## src/rtl/nmos_phase_pkg.sv

```systemverilog
// Shared types and constants for the two-phase non-overlapping gate-enable generator.
package nmos_phase_pkg;

  // Wide enough for the largest legal PHASE_LEN / GAP_LEN (255).
  localparam int CNT_BITS = 8;

  typedef enum logic [2:0] {
    IDLE,
    PH1,
    GAP1,
    PH2,
    GAP2
  } state_t;

endpackage

```

## src/rtl/nmos_phase_cnt.sv

```systemverilog
// Loadable 8-bit down-counter with a zero flag; times both phases and dead gaps.
module nmos_phase_cnt
  import nmos_phase_pkg::*;
(
  input  logic                clk,
  input  logic                rst_n,
  input  logic                load,
  input  logic [CNT_BITS-1:0] load_val,
  output logic                zero
);

  logic [CNT_BITS-1:0] count;

  // NOTE: asynchronous active-low reset belongs in the sensitivity list; state uses <= only.
  always_ff @(posedge clk or negedge rst_n) begin
    if (!rst_n) begin
      count <= '0;
    end else if (load) begin
      count <= load_val;
    end else if (count != '0) begin
      count <= count - CNT_BITS'(1);
    end
  end

  assign zero = (count == '0);

endmodule

```

## src/rtl/nmos_phase_gen.sv

```systemverilog
// Two-phase non-overlapping phi1/phi2 generator with free-run and single-step modes.
module nmos_phase_gen
  import nmos_phase_pkg::*;
#(
  parameter int PHASE_LEN = 4,
  parameter int GAP_LEN   = 1,
  parameter int CNT_W     = 16
) (
  input  logic             main_clk,
  input  logic             main_rst_n,
  input  logic             run,
  input  logic             step,
  output logic             phi1,
  output logic             phi2,
  output logic             phi1_rise,
  output logic             phi2_rise,
  output logic             busy,
  output logic [CNT_W-1:0] cycle_cnt
);

  if (PHASE_LEN < 1 || PHASE_LEN > 255 || GAP_LEN < 0 || GAP_LEN > 255 || CNT_W < 1)
  begin : g_bad_params
    $fatal(1, "nmos_phase_gen: illegal PHASE_LEN/GAP_LEN/CNT_W");
  end

  localparam logic [CNT_BITS-1:0] PH_LOAD  = CNT_BITS'(PHASE_LEN - 1);
  localparam logic [CNT_BITS-1:0] GAP_LOAD = (GAP_LEN == 0) ? '0 : CNT_BITS'(GAP_LEN - 1);
  localparam bit                  NO_GAP   = (GAP_LEN == 0);

  state_t              state;
  state_t              state_nxt;
  logic                load;
  logic [CNT_BITS-1:0] load_val;
  logic                cycle_end;
  logic                zero;

  nmos_phase_cnt u_cnt (
    .clk      (main_clk),
    .rst_n    (main_rst_n),
    .load     (load),
    .load_val (load_val),
    .zero     (zero)
  );

  // NOTE: every combinational output gets a default first, so no latch can be inferred.
  always_comb begin
    state_nxt = state;
    load      = 1'b0;
    load_val  = PH_LOAD;
    cycle_end = 1'b0;
    case (state)
      IDLE: if (run || step) begin
        state_nxt = PH1;
        load      = 1'b1;
      end
      PH1: if (zero) begin
        load = 1'b1;
        if (NO_GAP) begin
          state_nxt = PH2;
        end else begin
          state_nxt = GAP1;
          load_val  = GAP_LOAD;
        end
      end
      GAP1: if (zero) begin
        state_nxt = PH2;
        load      = 1'b1;
      end
      PH2: if (zero) begin
        if (NO_GAP) begin
          cycle_end = 1'b1;
        end else begin
          state_nxt = GAP2;
          load      = 1'b1;
          load_val  = GAP_LOAD;
        end
      end
      GAP2: if (zero) cycle_end = 1'b1;
      default: state_nxt = IDLE;
    endcase

    // run is re-sampled only at the end of a full cycle, so dropping it never truncates one.
    if (cycle_end) begin
      if (run) begin
        state_nxt = PH1;
        load      = 1'b1;
        load_val  = PH_LOAD;
      end else begin
        state_nxt = IDLE;
      end
    end
  end

  always_ff @(posedge main_clk or negedge main_rst_n) begin
    if (!main_rst_n) begin
      state     <= IDLE;
      phi1      <= 1'b0;
      phi2      <= 1'b0;
      phi1_rise <= 1'b0;
      phi2_rise <= 1'b0;
      busy      <= 1'b0;
      cycle_cnt <= '0;
    end else begin
      state     <= state_nxt;
      phi1      <= (state_nxt == PH1);
      phi2      <= (state_nxt == PH2);
      phi1_rise <= (state_nxt == PH1) && (state != PH1);
      phi2_rise <= (state_nxt == PH2) && (state != PH2);
      busy      <= (state_nxt != IDLE);
      if (cycle_end) cycle_cnt <= cycle_cnt + CNT_W'(1);
    end
  end

endmodule

```

## config.mk

```make
export PLATFORM = sky130hd
export DESIGN_NAME = nmos_phase_gen
export DESIGN_NICKNAME = d
export VERILOG_FILES = /design/src/rtl/nmos_phase_pkg.sv /design/src/rtl/nmos_phase_cnt.sv /design/src/rtl/nmos_phase_gen.sv
export SDC_FILE = /design/constraint.sdc
export NUM_CORES = 1
export LEC_CHECK = 0
export ABC_AREA = 1
export CORE_MARGIN = 4
export CORE_UTILIZATION = 54
export DETAILED_ROUTE_END_ITERATION = 10
export PLACE_DENSITY = 0.87
export SLEW_MARGIN = 20
export SYNTH_ARGS = -nofsm -noshare
export SYNTH_HDL_FRONTEND = slang
export SYNTH_SLANG_ARGS = --single-unit
```

## constraint.sdc

```tcl
create_clock -name main_clk -period 1.9 [get_ports main_clk]
set_input_delay 0.38 -clock main_clk [delete_from_list [all_inputs] [get_ports main_clk]]
set_output_delay 0.38 -clock main_clk [all_outputs]
set_load 0.005 [all_outputs]
```

==> key figures, run 1 <==
Yosys
  • Syn Nets: 223
  • Synth top cells by count: nand2_1, dfrtp_1, nor2_1
  • Syn_area_per_cell: 8.06 µm²
  • Cell with the most instances after synthesis: nand2_1
  • EDFF count, synth: 0
  • Synth warn: 0
  • Sequential share of the synthesized area: 0.460
  • Synth top area share: 0.460
  • Ys async rst share: 1.00
  • Synth area leaders: dfrtp_1, nand2_1, nor2_1
  • Primary FF master, synth: dfrtp_1
  • Post-Synthesis Cells: 216
  • Most area-hungry cell type in the Yosys netlist: dfrtp_1
  • Synth Cell Area: 1740 µm²
  • Yosys reg bits: 32
  • Yosys cell types: 28

Drt
  • DRC violations left: 0
  • Final wirelength: between 3 and 4 mm
  • Wire length per cell: 11.6 µm
  • Drt pass-1 iters: 4
  • Via Count: about 1400
  • Post-DRT Antenna Nets: 0
  • Drt first-iter violations: 51
  • Vias per inst: 4.97

Cells and area
  • Area delta synth->final: 19.8%
  • # nets final: 253
  • Final instance area: 2090 µm²
  • Layout Cells excl Fill: just under 300
  • Share of layout cells above drive strength 1: 0.109
  • # diodes: 0
  • Final Core Density: 0.678

Place
  • Port bufs: 24
  • DP Cell Count: around 280
  • Setup WS pre-CTS: 0.117 ns
  • Routability congestion estimate: roughly 0.83
  • DP HPWL: 2.48 mm
  • Dpl cell area: 2030 µm²

STA
  • Fin. max-slew vios: 0
  • Clk_skew: 0.00795 ns
  • Min Tclk post-route: roughly 1.8 ns
  • Fmax: roughly 0.55 GHz
  • Hold Fails Final Rpt: 0
  • Max-slew headroom: 0.732
  • Final setup fails: 0
  • Period utilization: 0.952
  • Tightest Pin Transition: 0.402 ns
  • PnR worst setup slack: about 0.091 ns
  • Unrepaired setup endpoints after global routing: no
  • Fin Hold WS: ~0.44 ns
  • Final TNS setup: 0 ns

CTS
  • Clock latency on the worst-skew pair: 0.34 ns
  • CTS clk-pin slew, worst paths: ~0.10 ns
  • Number of CTS-inserted buffers: 5
  • Max Root-Sink Buffers: 2
  • Hold_buf cts: 0
  • Resize count post-CTS: 0
  • H-tree depth: 2
  • Postcts setup bufs: 0
  • Root Buffer: clkbuf_4
  • Clk sinks: 32
  • CTS tree: yes

Global routing
  • GRT Total Usage: 0.191
  • Largest net degree at the start of global routing: 33
  • Overflow after GRT: 0
  • First-pass GRT wire length: 6.16 mm
  • Initial antenna violation count: 0
  • Vias in the first global route: around 1400

Pwr
  • Pwr dens: 1080 nW/µm²
  • P_leak: 1.01 nW
  • Power Total: roughly 2.3 mW
  • Worst vdd ir: around 0.00097 V

Floorplanning
  • Die height: 64.8 µm
  • Core area: roughly 3100 µm²
  • I/O pin total: 25
  • Starting Density: 0.566
  • Die width: approximately 65 µm
  • Die footprint: 4200 µm²
  • # rows: 20

Setup path
  • CP endpoint kind: flip-flop
  • Crit path DAT: 2.03 ns
  • CP Max Fanout: 12
  • Setup Crit Path Kind: flip-flop to flip-flop
  • Data required, critical path: 2.12 ns
  • Critical path launch point type: flip-flop

Job
  • Max-cap violations: 0

Status
  • Outcome: finished clean

Worst hold path
  • Worst hold-check path type: input pin to asynchronous set/reset pin
==> report_power, final <==
part	internal, mW	switching [mW]	total, mW
sequential	0.829	0.115	0.944
combinational	0.353	0.552	0.905
clock	0.176	0.234	0.410
==> placed cells by master, fill, tap and decap left out, drive strengths merged, types with 4 or more instances in the layout <==
cell	synthesis	routed
xor2	9	9
nand4	4	4
nand3	18	18
clkbuf	0	6
nor3	9	9
inv	25	25
nor2	34	34
clkdlybuf4s50	0	24
nand2	66	66
xnor2	4	4
dfrtp	32	32
==> final cells by class <==
class	count	area [µm²]
Clock buffer	6	51.3
Clock inverter	2	10.0
Fill cell	248	991
Inverter	26	97.6
Multi-Input combinational cell	156	825
Sequential cell	32	801
Tap cell	44	55.1
Timing Repair Buffer	25	248
==> cell families (layout without fill, tap and decap cells) <==
group                      after synthesis  in the layout  share of synthesized area
DFF                                     32             32                      0.460
xor gates and xnor gates                13             13                     0.0740
and+or+nand+nor                        134            134                      0.358
adders and majority gates                3              3                     0.0216
AOI/OAI and AO/OA                        6              6                     0.0194
buffers and inverters                   28             59                     0.0668
==> final timing paths <==
path | depth (start not counted) | to | startpoint | slack, ns
worst max register to register | 8 | cycle_cnt[7] | u_cnt.count[0] | 0.09
min in group main_clk | 1 | phi2_rise | state[2] | 0.51
worst min register to register | 1 | phi2_rise | state[2] | 0.51
worst max-delay path | 8 | cycle_cnt[7] | u_cnt.count[0] | 0.09
worst min-delay path | 2 | phi2 | main_rst_n | 0.44
max in group asynchronous | 2 | cycle_cnt[12] | main_rst_n | 1.17
==> sequential cells by signal (all words and copies together), names as in the netlist <==
name,flops
phi2_rise,1
cycle_cnt,16
phi2,1
u_cnt.count,8
phi1_rise,1
busy,1
phi1,1
state,3
==> per-layer routing <==
| layer | wire [µm] | global-route usage |
|---|---|---|
| met5 | 0 | 0 |
| met4 | 95 | 0.116 |
| met3 | 169 | 0.0451 |
| met2 | 1610 | 0.299 |
| met1 | 1510 | 0.237 |
==> worst max-delay path, cell delays in order (launching register included) <==
cell and delay (ns):
dfrtp_1 0.37, inv_1 0.13, ha_1 0.22, nand3_2 0.14, nor2_8 0.21, nand2_4 0.16
inv_2 0.20, nand2_1 0.11, xnor2_1 0.14
No activity file was read; power rests on OpenSTA's default activity.
==> run 2: changes to the inputs <==
--- a/config.mk
+++ b/config.mk
@@ -6,6 +6,7 @@
 export NUM_CORES = 1
 export LEC_CHECK = 0
 export ABC_AREA = 1
+export CORE_ASPECT_RATIO = 2
 export CORE_MARGIN = 4
 export CORE_UTILIZATION = 54
 export DETAILED_ROUTE_END_ITERATION = 10
==> run 2 against run 1 <==
Clock skew rose by 0.00063 ns. Count of clock-buffer cells in the layout up 1. Routed wire length increased by 11%. First-iteration DRC count fell by 67%. Combinational power is 2.8% higher. Power grew 15%. Flip-flop and latch count unchanged. Setup slack improved by 0.047 ns. Register-to-register slack improved by 0.05 ns. Sequential power about the same.
==> key figures, run 2 (synthesis results as in run 1) <==
Status
  • Outcome: finished clean

Floorplanning
  • Core area: 3010 µm²
  • Starting Density: 0.578
  • Die height: 88.3 µm
  • I/O pin total: 25
  • Die footprint: 4250 µm²
  • Die width: 48.2 µm
  • # rows: 28

STA
  • Fmax: 0.567 GHz
  • Hold Fails Final Rpt: 0
  • Fin. max-slew vios: 0
  • Period utilization: 0.928
  • Final TNS setup: 0 ns
  • Min Tclk post-route: 1.76 ns
  • Unrepaired setup endpoints after global routing: no
  • Tightest Pin Transition: 0.398 ns
  • Final setup fails: 0
  • Max-slew headroom: 0.735
  • Clk_skew: around 0.0086 ns

Cells and area
  • Commonest non-fill, non-tap cell in the layout: nand2_1
  • Top reg by flops: cycle_cnt
  • Largest regs: cycle_cnt (16), u_cnt.count (8), state (3)
  • Fill cells: 237
  • Final Core Density: 0.711
  • # diodes: 0
  • Most frequent cells in the layout: nand2_1, dfrtp_1, nor2_1
  • Max reg flops: 16
  • Share of layout cells above drive strength 1: 0.113
  • Area delta synth->final: 23.0%
  • # nets final: between 200 and 300

Global routing
  • Vias in the first global route: 1502
  • Initial antenna violation count: 0
  • Largest net degree at the start of global routing: 33
  • GRT Total Usage: 0.209
  • Overflow after GRT: 0
  • First-pass GRT wire length: about 6.3 mm

CTS
  • Resize count post-CTS: 0
  • Hold_buf cts: 0
  • Root Buffer: clkbuf_8
  • Postcts setup bufs: 0
  • Clk sinks: 32
  • CTS clk-pin slew, worst paths: 0.07 ns
  • Number of CTS-inserted buffers: 5
  • Max Root-Sink Buffers: 2
  • H-tree depth: 2
  • CTS tree: yes
  • Clock latency on the worst-skew pair: 0.28 ns

Setup path
  • Crit-path slowest cell: dfrtp_1
  • Bufs and invs on worst path: 2
  • CP Max Fanout: 12
  • Data required, critical path: between 2 and 2.5 ns
  • Delay-heaviest family, CP: simple AND/OR/NAND/NOR gates
  • Crit path DAT: approximately 1.9 ns
  • Crit-path max cell delay: 0.37 ns
  • Reg2reg setup slack: 0.14 ns
  • Setup Crit Path Kind: flip-flop to flip-flop
  • CP Cell Sequence: inv_1 > ha_1 > nand3_2 > nor2_8 > nand2_4 > inv_2 > nand2_1 > xnor2_1
  • Critical path launch point type: flip-flop
  • CP endpoint kind: flip-flop

Pwr
  • P_leak: around 1.0 nW
  • Pwr dens: roughly 1200 nW/µm²
  • Worst vdd ir: ~0.00070 V

Drt
  • Post-DRT Antenna Nets: 0
  • Final wirelength: ~3.8 mm
  • Vias per inst: 5.28
  • Drt first-iter violations: 17
  • DRC violations left: 0
  • Drt pass-1 iters: 5
  • Via Count: 1468
  • Wire length per cell: 13.5 µm

Worst hold path
  • Worst hold-check path type: input pin to asynchronous set/reset pin

Place
  • Routability congestion estimate: 0.856
  • Port bufs: 24
  • DP HPWL: ~2.8 mm

Job
  • Max-cap violations: 0
-- run 2: cell count changes in the layout (fill, tap and decap cells not counted) --
| cell | previous run | this run |
|---|---|---|
| buf_4 | 1 | 2 |
| bufinv_16 | 0 | 1 |
| clkbuf_4 | 5 | 0 |
| clkbuf_8 | 1 | 7 |
| clkinv_2 | 2 | 0 |
-- run 2: final cells by class --
type                       count  area (µm²)  area share
multi-input combinational    156         825       0.385
sequential                    32         801       0.374
timing repair buffer          26         255       0.119
inverter                      26        97.6      0.0456
clock buffer                   7        96.3      0.0450
tap                           30        37.5      0.0175
clock inverter                 1        30.0      0.0140
-- run 2: metal layers --
metal / vias up / routed length, µm / global-route usage
met4: 0 / 167 / 0.157
met1: 682 / 1380 / 0.212
met5: - / 0 / 0
met3: 15 / 90 / 0.0346
li1: 734 / - / -
met2: 37 / 2120 / 0.351
-- run 2: worst reg2reg max path, delay by kind of cell (launching register included) --
kind                       cells  cell delay (ns)
and+or+nand+nor                4             0.62
DFF                            1             0.37
buffers and inverters          2             0.33
adders and majority gates      1             0.21
xor gates and xnor gates       1             0.14
-- run 2: metrics by stage --
stage	instances	hold slack, ns	area (µm²)	setup WS, ns	total power, mW
floorplan	216	0.0844	1740	0.409	1.60
global placement	270	0.515	2020	0.239	1.86
detailed placement	270	0.520	2020	0.123	1.89
CTS	278	0.508	2140	0.132	2.61
global route	278	0.531	2140	0.00141	2.79
finish	278	0.494	2140	0.138	2.59
-- run 2: path summary, 6_finish.rpt --
kind                                      from              to  cells after the start
worst max-delay path            u_cnt.count[0]    cycle_cnt[7]                      8
worst min-delay path                main_rst_n  u_cnt.count[6]                      2
worst max register to register  u_cnt.count[0]    cycle_cnt[7]                      8
worst min register to register        state[2]       phi2_rise                      1
max in group asynchronous           main_rst_n    cycle_cnt[0]                      2
min in group main_clk                 state[2]       phi2_rise                      1
-- run 2: power breakdown --
| group | internal (mW) | switching, mW |
|---|---|---|
| logic | 0.371 | 0.559 |
| registers | 0.830 | 0.117 |
| clock network | 0.463 | 0.249 |
| total | 1.66 | 0.925 |
